### config.mk
export PLATFORM = sky130hd
export DESIGN_NAME = vc_circular_buffer_flat
export DESIGN_NICKNAME = d
export VERILOG_FILES = /design/src/rtl/vc_circular_buffer_pkg.sv /design/src/rtl/vc_circular_buffer_if.sv /design/src/rtl/vc_circular_buffer_vc_fifo_slice.sv /design/src/rtl/vc_circular_buffer.sv /design/src/flat_wrapper.sv
export SDC_FILE = /design/constraint.sdc
export NUM_CORES = 1
export LEC_CHECK = 0
export BUFFER_PORTS_ARGS = -buffer_cell sky130_fd_sc_hd__buf_2
export CAP_MARGIN = 10
export CORE_ASPECT_RATIO = 1.2
export CORE_MARGIN = 3
export CORE_UTILIZATION = 25
export DETAILED_ROUTE_END_ITERATION = 16
export PLACE_DENSITY_LB_ADDON = 0.12
export SLEW_MARGIN = 40
export SYNTH_ARGS = -nofsm -noshare
export SYNTH_HDL_FRONTEND = slang
export SYNTH_HIERARCHICAL = 1
export SYNTH_SLANG_ARGS = --single-unit
export TNS_END_PERCENT = 1
### constraint.sdc
create_clock -name clk -period 3.8 [get_ports clk]
set_clock_uncertainty 0.1 [all_clocks]
set_input_delay 0.57 -clock clk [delete_from_list [all_inputs] [get_ports clk]]
set_output_delay 0.57 -clock clk [all_outputs]
set_load 0.01 [all_outputs]
### src/rtl/vc_circular_buffer_pkg.sv
// params_noc: shared NoC types and width helpers for the VC input buffer.
//   flit_Data_noVC      - flit payload without VC field
//   VC_NUM_DEFAULT      - default number of virtual channels
//   BUFFER_SIZE_DEFAULT - default flits per VC
//   VC_W / CNT_W        - VC index and occupancy widths for the defaults
//   vc_width/cnt_width  - the same derivations for arbitrary parameters
package params_noc;

    localparam int FLIT_W = 32;
    typedef logic [FLIT_W-1:0] flit_Data_noVC;

    localparam int VC_NUM_DEFAULT      = 2;
    localparam int BUFFER_SIZE_DEFAULT = 8;

    // A single VC still needs a 1-bit index so ports never collapse to zero width.
    function automatic int vc_width(input int n);
        return (n > 1) ? $clog2(n) : 1;
    endfunction

    // Occupancy runs 0..n inclusive, hence n+1 states.
    function automatic int cnt_width(input int n);
        return $clog2(n + 1);
    endfunction

    localparam int VC_W  = vc_width(VC_NUM_DEFAULT);
    localparam int CNT_W = cnt_width(BUFFER_SIZE_DEFAULT);

endpackage

### src/rtl/vc_circular_buffer_if.sv
// Bus between the link receiver / VC allocator (master) and the VC buffer (slave).
//   input_Data, write_i, wr_vc_i   - write port
//   read_i, rd_vc_i, output_Data   - read port (fall-through head of rd_vc_i)
//   buf_empty, buf_full, buf_On_Off, num_Flits - per-VC status
//   overflow_o, underflow_o        - one-cycle rejected-request pulses
interface vc_circular_buffer_if
    import params_noc::*;
#(
    parameter int VC_NUM      = VC_NUM_DEFAULT,
    parameter int BUFFER_SIZE = BUFFER_SIZE_DEFAULT
);

    localparam int VC_IDX_W = vc_width(VC_NUM);
    localparam int OCC_W    = cnt_width(BUFFER_SIZE);

    flit_Data_noVC                   input_Data;
    logic                            write_i;
    logic [VC_IDX_W-1:0]             wr_vc_i;
    logic                            read_i;
    logic [VC_IDX_W-1:0]             rd_vc_i;
    flit_Data_noVC                   output_Data;
    logic [VC_NUM-1:0]               buf_empty;
    logic [VC_NUM-1:0]               buf_full;
    logic [VC_NUM-1:0]               buf_On_Off;
    logic [VC_NUM-1:0][OCC_W-1:0]    num_Flits;
    logic                            overflow_o;
    logic                            underflow_o;

    modport master (
        output input_Data, write_i, wr_vc_i, read_i, rd_vc_i,
        input  output_Data, buf_empty, buf_full, buf_On_Off, num_Flits,
               overflow_o, underflow_o
    );

    modport slave (
        input  input_Data, write_i, wr_vc_i, read_i, rd_vc_i,
        output output_Data, buf_empty, buf_full, buf_On_Off, num_Flits,
               overflow_o, underflow_o
    );

endinterface

### src/rtl/vc_circular_buffer_vc_fifo_slice.sv
// vc_fifo_slice: one VC's circular flit store with occupancy count, registered
// empty/full flags and on/off hysteresis. Accept decisions are made by the parent.
//   clk, rst_n      - clock, async active-low reset
//   wr_en, wr_data  - accepted write and its flit
//   rd_en           - accepted read (pop)
//   rd_data         - current head slot (stale when empty)
//   empty, full     - registered occupancy flags
//   on_off          - registered upstream permit
//   count           - registered occupancy 0..BUFFER_SIZE
module vc_fifo_slice
    import params_noc::*;
#(
    parameter int BUFFER_SIZE   = BUFFER_SIZE_DEFAULT,
    parameter int OFF_THRESHOLD = BUFFER_SIZE - 1,
    parameter int ON_THRESHOLD  = 1,
    localparam int OCC_W        = cnt_width(BUFFER_SIZE)
) (
    input  logic             clk,
    input  logic             rst_n,
    input  logic             wr_en,
    input  flit_Data_noVC    wr_data,
    input  logic             rd_en,
    output flit_Data_noVC    rd_data,
    output logic             empty,
    output logic             full,
    output logic             on_off,
    output logic [OCC_W-1:0] count
);

    localparam int PTR_W = (BUFFER_SIZE > 1) ? $clog2(BUFFER_SIZE) : 1;
    localparam logic [PTR_W-1:0] PTR_LAST = PTR_W'(BUFFER_SIZE - 1);
    localparam logic [OCC_W-1:0] OCC_FULL = OCC_W'(BUFFER_SIZE);
    localparam logic [OCC_W-1:0] OFF_LVL  = OCC_W'(OFF_THRESHOLD);
    localparam logic [OCC_W-1:0] ON_LVL   = OCC_W'(ON_THRESHOLD);

    flit_Data_noVC    mem_q [BUFFER_SIZE];
    logic [PTR_W-1:0] wr_ptr_q, wr_ptr_d;
    logic [PTR_W-1:0] rd_ptr_q, rd_ptr_d;
    logic [OCC_W-1:0] count_q, count_d;
    logic             empty_q, full_q;
    logic             on_off_q, on_off_d;

    // Explicit wrap so non-power-of-two depths work.
    function automatic logic [PTR_W-1:0] ptr_inc(input logic [PTR_W-1:0] p);
        return (p == PTR_LAST) ? '0 : p + PTR_W'(1);
    endfunction

    always_comb begin
        wr_ptr_d = wr_en ? ptr_inc(wr_ptr_q) : wr_ptr_q;
        rd_ptr_d = rd_en ? ptr_inc(rd_ptr_q) : rd_ptr_q;
        count_d  = count_q + OCC_W'(wr_en) - OCC_W'(rd_en);
        // Hysteresis acts on the post-update count; between thresholds hold.
        on_off_d = on_off_q;
        if (count_d >= OFF_LVL) begin
            on_off_d = 1'b0;
        end else if (count_d <= ON_LVL) begin
            on_off_d = 1'b1;
        end
    end

    always_ff @(posedge clk or negedge rst_n) begin
        if (!rst_n) begin
            wr_ptr_q <= '0;
            rd_ptr_q <= '0;
            count_q  <= '0;
            empty_q  <= 1'b1;
            full_q   <= 1'b0;
            on_off_q <= 1'b1;
        end else begin
            wr_ptr_q <= wr_ptr_d;
            rd_ptr_q <= rd_ptr_d;
            count_q  <= count_d;
            empty_q  <= (count_d == '0);
            full_q   <= (count_d == OCC_FULL);
            on_off_q <= on_off_d;
        end
    end

    // Storage is intentionally not reset.
    always_ff @(posedge clk) begin
        if (wr_en) begin
            mem_q[wr_ptr_q] <= wr_data;
        end
    end

    assign rd_data = mem_q[rd_ptr_q];
    assign empty   = empty_q;
    assign full    = full_q;
    assign on_off  = on_off_q;
    assign count   = count_q;

endmodule

### src/rtl/vc_circular_buffer.sv
// vc_circular_buffer: multi-VC router input buffer. One vc_fifo_slice per VC
// behind a shared write port and a shared read port, each addressed by VC index.
//   clk, rst_n - clock, async active-low reset
//   bus        - slave side of vc_circular_buffer_if (data, requests, status, pulses)
module vc_circular_buffer
    import params_noc::*;
#(
    parameter int VC_NUM        = VC_NUM_DEFAULT,
    parameter int BUFFER_SIZE   = BUFFER_SIZE_DEFAULT,
    parameter int OFF_THRESHOLD = BUFFER_SIZE - 1,
    parameter int ON_THRESHOLD  = 1
) (
    input  logic                  clk,
    input  logic                  rst_n,
    vc_circular_buffer_if.slave   bus
);

    localparam int VC_IDX_W = vc_width(VC_NUM);
    localparam int OCC_W    = cnt_width(BUFFER_SIZE);

    logic [VC_NUM-1:0]            wr_sel, rd_sel, wr_en, rd_en;
    logic [VC_NUM-1:0]            empty_v, full_v, on_off_v;
    logic [VC_NUM-1:0][OCC_W-1:0] count_v;
    flit_Data_noVC                rd_data_v [VC_NUM];
    logic                         overflow_q, underflow_q;

    // An index >= VC_NUM matches no slice, so it is rejected naturally.
    always_comb begin
        wr_sel = '0;
        rd_sel = '0;
        wr_en  = '0;
        rd_en  = '0;
        for (int v = 0; v < VC_NUM; v++) begin
            wr_sel[v] = bus.write_i && (bus.wr_vc_i == VC_IDX_W'(v));
            rd_sel[v] = bus.read_i && (bus.rd_vc_i == VC_IDX_W'(v));
            rd_en[v]  = rd_sel[v] && !empty_v[v];
            // A full VC still takes a write when it is popped in the same cycle.
            wr_en[v]  = wr_sel[v] && (!full_v[v] || rd_sel[v]);
        end
    end

    always_comb begin
        bus.output_Data = rd_data_v[0];
        for (int v = 0; v < VC_NUM; v++) begin
            if (bus.rd_vc_i == VC_IDX_W'(v)) begin
                bus.output_Data = rd_data_v[v];
            end
        end
    end

    always_ff @(posedge clk or negedge rst_n) begin
        if (!rst_n) begin
            overflow_q  <= 1'b0;
            underflow_q <= 1'b0;
        end else begin
            overflow_q  <= bus.write_i && !(|wr_en);
            underflow_q <= bus.read_i && !(|rd_en);
        end
    end

    for (genvar v = 0; v < VC_NUM; v++) begin : g_vc
        vc_fifo_slice #(
            .BUFFER_SIZE   (BUFFER_SIZE),
            .OFF_THRESHOLD (OFF_THRESHOLD),
            .ON_THRESHOLD  (ON_THRESHOLD)
        ) u_slice (
            .clk     (clk),
            .rst_n   (rst_n),
            .wr_en   (wr_en[v]),
            .wr_data (bus.input_Data),
            .rd_en   (rd_en[v]),
            .rd_data (rd_data_v[v]),
            .empty   (empty_v[v]),
            .full    (full_v[v]),
            .on_off  (on_off_v[v]),
            .count   (count_v[v])
        );
    end

    assign bus.buf_empty   = empty_v;
    assign bus.buf_full    = full_v;
    assign bus.buf_On_Off  = on_off_v;
    assign bus.num_Flits   = count_v;
    assign bus.overflow_o  = overflow_q;
    assign bus.underflow_o = underflow_q;

endmodule

### src/flat_wrapper.sv
// flat-port wrapper written by rule: the top's interface ports become plain ports
module vc_circular_buffer_flat import params_noc::*;
#(
    parameter int VC_NUM        = VC_NUM_DEFAULT,
    parameter int BUFFER_SIZE   = BUFFER_SIZE_DEFAULT,
    parameter int OFF_THRESHOLD = BUFFER_SIZE - 1,
    parameter int ON_THRESHOLD  = 1
)
  (clk, rst_n, bus_input_Data, bus_write_i, bus_wr_vc_i, bus_read_i, bus_rd_vc_i, bus_output_Data, bus_buf_empty, bus_buf_full, bus_buf_On_Off, bus_num_Flits, bus_overflow_o, bus_underflow_o);
  vc_circular_buffer_if #(.VC_NUM(VC_NUM), .BUFFER_SIZE(BUFFER_SIZE)) bus_i ();
  input  logic clk;
  input  logic rst_n;
  input wire logic [$bits(bus_i.input_Data)-1:0] bus_input_Data;
  input wire logic [$bits(bus_i.write_i)-1:0] bus_write_i;
  input wire logic [$bits(bus_i.wr_vc_i)-1:0] bus_wr_vc_i;
  input wire logic [$bits(bus_i.read_i)-1:0] bus_read_i;
  input wire logic [$bits(bus_i.rd_vc_i)-1:0] bus_rd_vc_i;
  output wire logic [$bits(bus_i.output_Data)-1:0] bus_output_Data;
  output wire logic [$bits(bus_i.buf_empty)-1:0] bus_buf_empty;
  output wire logic [$bits(bus_i.buf_full)-1:0] bus_buf_full;
  output wire logic [$bits(bus_i.buf_On_Off)-1:0] bus_buf_On_Off;
  output wire logic [$bits(bus_i.num_Flits)-1:0] bus_num_Flits;
  output wire logic [$bits(bus_i.overflow_o)-1:0] bus_overflow_o;
  output wire logic [$bits(bus_i.underflow_o)-1:0] bus_underflow_o;
  assign bus_i.input_Data = bus_input_Data;
  assign bus_i.write_i = bus_write_i;
  assign bus_i.wr_vc_i = bus_wr_vc_i;
  assign bus_i.read_i = bus_read_i;
  assign bus_i.rd_vc_i = bus_rd_vc_i;
  assign bus_output_Data = bus_i.output_Data;
  assign bus_buf_empty = bus_i.buf_empty;
  assign bus_buf_full = bus_i.buf_full;
  assign bus_buf_On_Off = bus_i.buf_On_Off;
  assign bus_num_Flits = bus_i.num_Flits;
  assign bus_overflow_o = bus_i.overflow_o;
  assign bus_underflow_o = bus_i.underflow_o;
  vc_circular_buffer #(.VC_NUM(VC_NUM), .BUFFER_SIZE(BUFFER_SIZE), .OFF_THRESHOLD(OFF_THRESHOLD), .ON_THRESHOLD(ON_THRESHOLD)) u_core (.clk(clk), .rst_n(rst_n), .bus(bus_i));
endmodule
==> reports/qor_table.md <==
| Stage | Result | Value |
|:---|:---|:---|
| pwr | Leakage power figure | 8.12 nW |
| pwr | Sw Pwr | 5.26 mW |
| global route | Number of global-route vias before repair | 10500 |
| run | Number of max-capacitance violations reported | 0 |
| clocking | TritonCTS clock tree | built |
| worst setup path | Delay of the slowest cell on the worst path | 700 ps |
| global route | Global routing's busiest layer | met2 |
| clocking | Number of resized instances in the post-cts repair step | 0 |
| global route | Aggregate global routing overflow | 0 |
| detailed routing | Wire per inst | 23.4 um |
| synthesis | Sequential cell area fraction in the yosys report | 0.756 |
| floorplan | Placement Rows | 116 |
| sta | Setup WS post-layout | 240 ps |
| detailed routing | Number of remaining DRC errors | 0 |
| cells and area | Final Instance Area | 25200 sq um |
| pwr | Power density over cell area | 718 nW/um^2 |
| global route | Wire length of the first global-routing pass | 75.7 mm |
| synthesis | Avg Cell Area, Syn | 23.1 sq um |
| pwr | Switching share of power | 0.291 |
| worst setup path | Arrival time at the worst endpoint | 2890 ps |
| clocking | Number of buffers inserted during clock tree synthesis | 57 |
| detailed routing | First-pass DRT Iterations | 4 |
| pwr | Clock share of power | 0.283 |
| sta | Worst slack on hold paths | 125 ps |
| synthesis | Top post-synthesis cells by area | sky130_fd_sc_hd__edfxtp_1, sky130_fd_sc_hd__mux4_2, sky130_fd_sc_hd__mux2_2, sky130_fd_sc_hd__dfrtp_1, sky130_fd_sc_hd__mux2_4 |
| placement | Worst setup slack before clock tree synthesis | 673 ps |
| global route | Antenna violations before repair | 2 |
| synthesis | Synth warn | 6 |
| worst setup path | Cell depth of the worst setup path | 5 |
| cells and area | Fill cells | 8261 |
| clocking | Clock transition at the registers of the reported paths | 60 ps |
| synthesis | Number of synthesized flops with an enable pin | 512 |
| clocking | Maximum buffer depth of the clock tree | 3 |
| cells and area | Synthesis-to-finish area growth | 18.4% |
| synthesis | Share of the synthesized area in the top cell type | 0.722 |
| detailed routing | Final WL | 52.1 mm |
| detailed routing | Detail Route Antenna Nets | 0 |
| pwr | Peak supply drop | 0.000358 V |
| sta | Clock period minus worst slack | 3560 ps |
| global route | Maximum number of pins on one net before global-route repair | 33 |
| worst setup path | Max stage delay cell, worst path | sky130_fd_sc_hd__dfrtp_4 |
| worst setup path | Crit path launch type | flop |
| pwr | Total power consumption of the routed design | 18.1 mW |
| global route | Met2 track demand over resource | 0.207 |
| outcome | Run status | completed |
| worst setup path | CP Capture Type | output port |
| sta | Setup TNS after final layout | 0 ps |
| floorplan | X dimension of the die | 272 um |
| placement | Number of instances in the placed design | 2120 |
| detailed routing | Per-cell via count in the routed design | 4.30 |
| worst setup path | R2r startpoint | u_core/g_vc[0].u_slice/empty |
| min path | Instance count along the most critical hold path | 3 |
| min path | Classification of the worst-slack hold path | in2reg |
| floorplan | Ports | 86 |
| global route | Gr usage total | 0.119 |
| pwr | Int Power | 12.8 mW |
| cells and area | Most common cell after layout, fill and taps aside | sky130_fd_sc_hd__edfxtp_1 |
| synthesis | Yosys top cell by area | sky130_fd_sc_hd__edfxtp_1 |
| sta | Unrepaired setup endpoints after global routing | false |
| synthesis | Netlist area before placement | 21300 sq um |
| global route | Met3 GRT Util | 0.0220 |
| sta | Number of max-slew violations in the final report | 0 |
| placement | Area after DPL | 23500 sq um |
| synthesis | Cells after Synth | 921 |
| pwr | Combinational share of power | 0.299 |
| cells and area | Proportion of layout cells with a drive suffix above 1 | 0.403 |
| sta | Number of hold-slack violations in the final timing report | 0 |
| detailed routing | Initial detailed-routing violation count | 517 |
| synthesis | Share of flip-flops with an asynchronous set or reset | 0.0519 |
| placement | IO buf count | 85 |
| sta | Final number of setup-violating endpoints | 0 |
| min path | Critical hold path startpoint | bus_write_i |
| clocking | Clock root buffer | sky130_fd_sc_hd__clkbuf_16 |
| clocking | Later-pin clock latency in the skew report | 610 ps |
| worst setup path | Number of cells traversed by the worst register-to-register path | 9 |
| global route | Met1 Use GR | 0.152 |
| worst setup path | Delay-heaviest family, CP | multiplexers |
| floorplan | Core footprint | 83900 sq um |
| clocking | Hold_buf cts | 1 |
| floorplan | Initial core utilization | 0.254 |
| clocking | CTS H-tree depth | 2 |
| worst setup path | CP max FO | 21 |
| floorplan | Overall die height | 326 um |
| synthesis | Number of nets produced by synthesis | 977 |
| worst setup path | Data required time of the worst path | 3130 ps |
| sta | Least-Margin Pin Slew | 711 ps |
| floorplan | Full die area | 88700 sq um |
| cells and area | Util after Layout | 0.300 |
| synthesis | Post-synthesis sequential element count | 540 |
| sta | Rel. slew slack | 0.526 |
| clocking | Post-CTS setup buffer count | 0 |
| synthesis | Number of unique standard cell types used by synthesis | 29 |
| worst setup path | Classification of the worst setup path | reg2out |
| cells and area | Multi-input combinational cell area | 4950 sq um |
| placement | Placed wire-length estimate after detailed placement | 27.0 mm |
| placement | Routability congestion estimate | 0.662 |
| cells and area | # nets final | 1115 |
| clocking | CTS Sinks | 540 |
| synthesis | Post-synth top flop | sky130_fd_sc_hd__edfxtp_1 |
| sta | F_max | 281 MHz |
| worst setup path | Worst setup path start | u_core/g_vc[0].u_slice/rd_ptr_q[0] |
| pwr | Register share of total power | 0.417 |
| sta | Ratio of final minimum period to clock period | 0.937 |
| detailed routing | Vias | 9566 |
| cells and area | Highest-count cells in the layout ignoring fill and taps | sky130_fd_sc_hd__edfxtp_1, sky130_fd_sc_hd__mux4_2, sky130_fd_sc_hd__buf_2 |
| worst setup path | Cells traversed along the worst timing path | buf_12 -> mux4_1 -> mux2_2 -> mux2_4 -> buf_2 |
| cells and area | Post-route insts no fill | 2226 |
| worst setup path | Number of buffer and inverter stages on the critical path | 2 |
| cells and area | Combined flip-flop and latch cell area | 16100 sq um |
-- cells in the mapped netlist (7+ instances only) --
master	n
sky130_fd_sc_hd__edfxtp_1	512
sky130_fd_sc_hd__mux4_2	122
sky130_fd_sc_hd__mux2_2	76
sky130_fd_sc_hd__mux2_4	29
sky130_fd_sc_hd__dfrtp_1	24
sky130_fd_sc_hd__nor2_1	22
sky130_fd_sc_hd__inv_1	20
sky130_fd_sc_hd__clkbuf_1	16
sky130_fd_sc_hd__ha_1	16
sky130_fd_sc_hd__buf_6	11
sky130_fd_sc_hd__buf_2	10
sky130_fd_sc_hd__nand2_1	8
sky130_fd_sc_hd__xnor2_1	7
-- tightest hold or removal path: cells and delay by family --
kind	cells	cell delay [ps]
AOI/OAI and AO/OA	1	40
buffers and inverters	2	180
-- per-layer routing --
layer	vias to the layer above	share of wire
met4	0	0.019
met2	138	0.51
met3	76	0.037
li1	4127	-
met1	5225	0.43
met5	-	0
-- final cells by class --
cell class	instances	area share
sequential	540	0.639
multi-input combinational	321	0.196
clock buffer	73	0.0607
tap	1121	0.0557
timing repair buffer	119	0.0388
clock inverter	30	0.00626
inverter	20	0.00298
antenna	2	0.000199
-- power groups by stage --
| stage | logic (mW) | registers (mW) | clock network, mW |
|---|---|---|---|
| detailed placement | 5.63 | 7.70 | 0 |
| global placement | 5.65 | 7.69 | 0 |
| CTS | 5.66 | 7.57 | 5.35 |
| global route | 5.91 | 7.62 | 5.57 |
| finish | 5.41 | 7.54 | 5.12 |
| floorplan | 3.89 | 7.40 | 0 |
-- path summary, 6_finish.rpt --
kind / end / slack [ps]
worst max register to register: u_core/g_vc[0].u_slice/full / 1210
worst min-delay path: u_core/bus.overflow_o / 120
max in group asynchronous: u_core/g_vc[0].u_slice/rd_ptr_q[1] / 2610
min in group asynchronous: u_core/g_vc[0].u_slice/count[2] / 460
worst min register to register: u_core/g_vc[0].u_slice/on_off / 400
worst max-delay path: bus_output_Data[25] / 240
-- kinds of logic (layout without fill, tap and decap cells) --
kind of cell | after synthesis | in the layout | synth area share
flops | 540 | 540 | 0.756
mux | 235 | 235 | 0.198
buf+inv | 60 | 242 | 0.0173
simple gates | 47 | 47 | 0.0106
fa+ha+maj | 18 | 18 | 0.0113
compound gates | 14 | 14 | 0.00423
xor+xnor | 7 | 7 | 0.00288
other cells | 0 | 2 | 0
-- registers in the layout, summed over array words and instances (netlist names) --
register and count:
u_core/bus.underflow_o 1, u_core/g_vc.u_slice/mem_q 512, u_core/g_vc.u_slice/empty 2, u_core/g_vc.u_slice/on_off 2, u_core/g_vc.u_slice/full 2, u_core/g_vc.u_slice/rd_ptr_q 6
u_core/bus.overflow_o 1, u_core/g_vc.u_slice/count 8, u_core/g_vc.u_slice/wr_ptr_q 6
No activity file was read; power rests on OpenSTA's default activity.
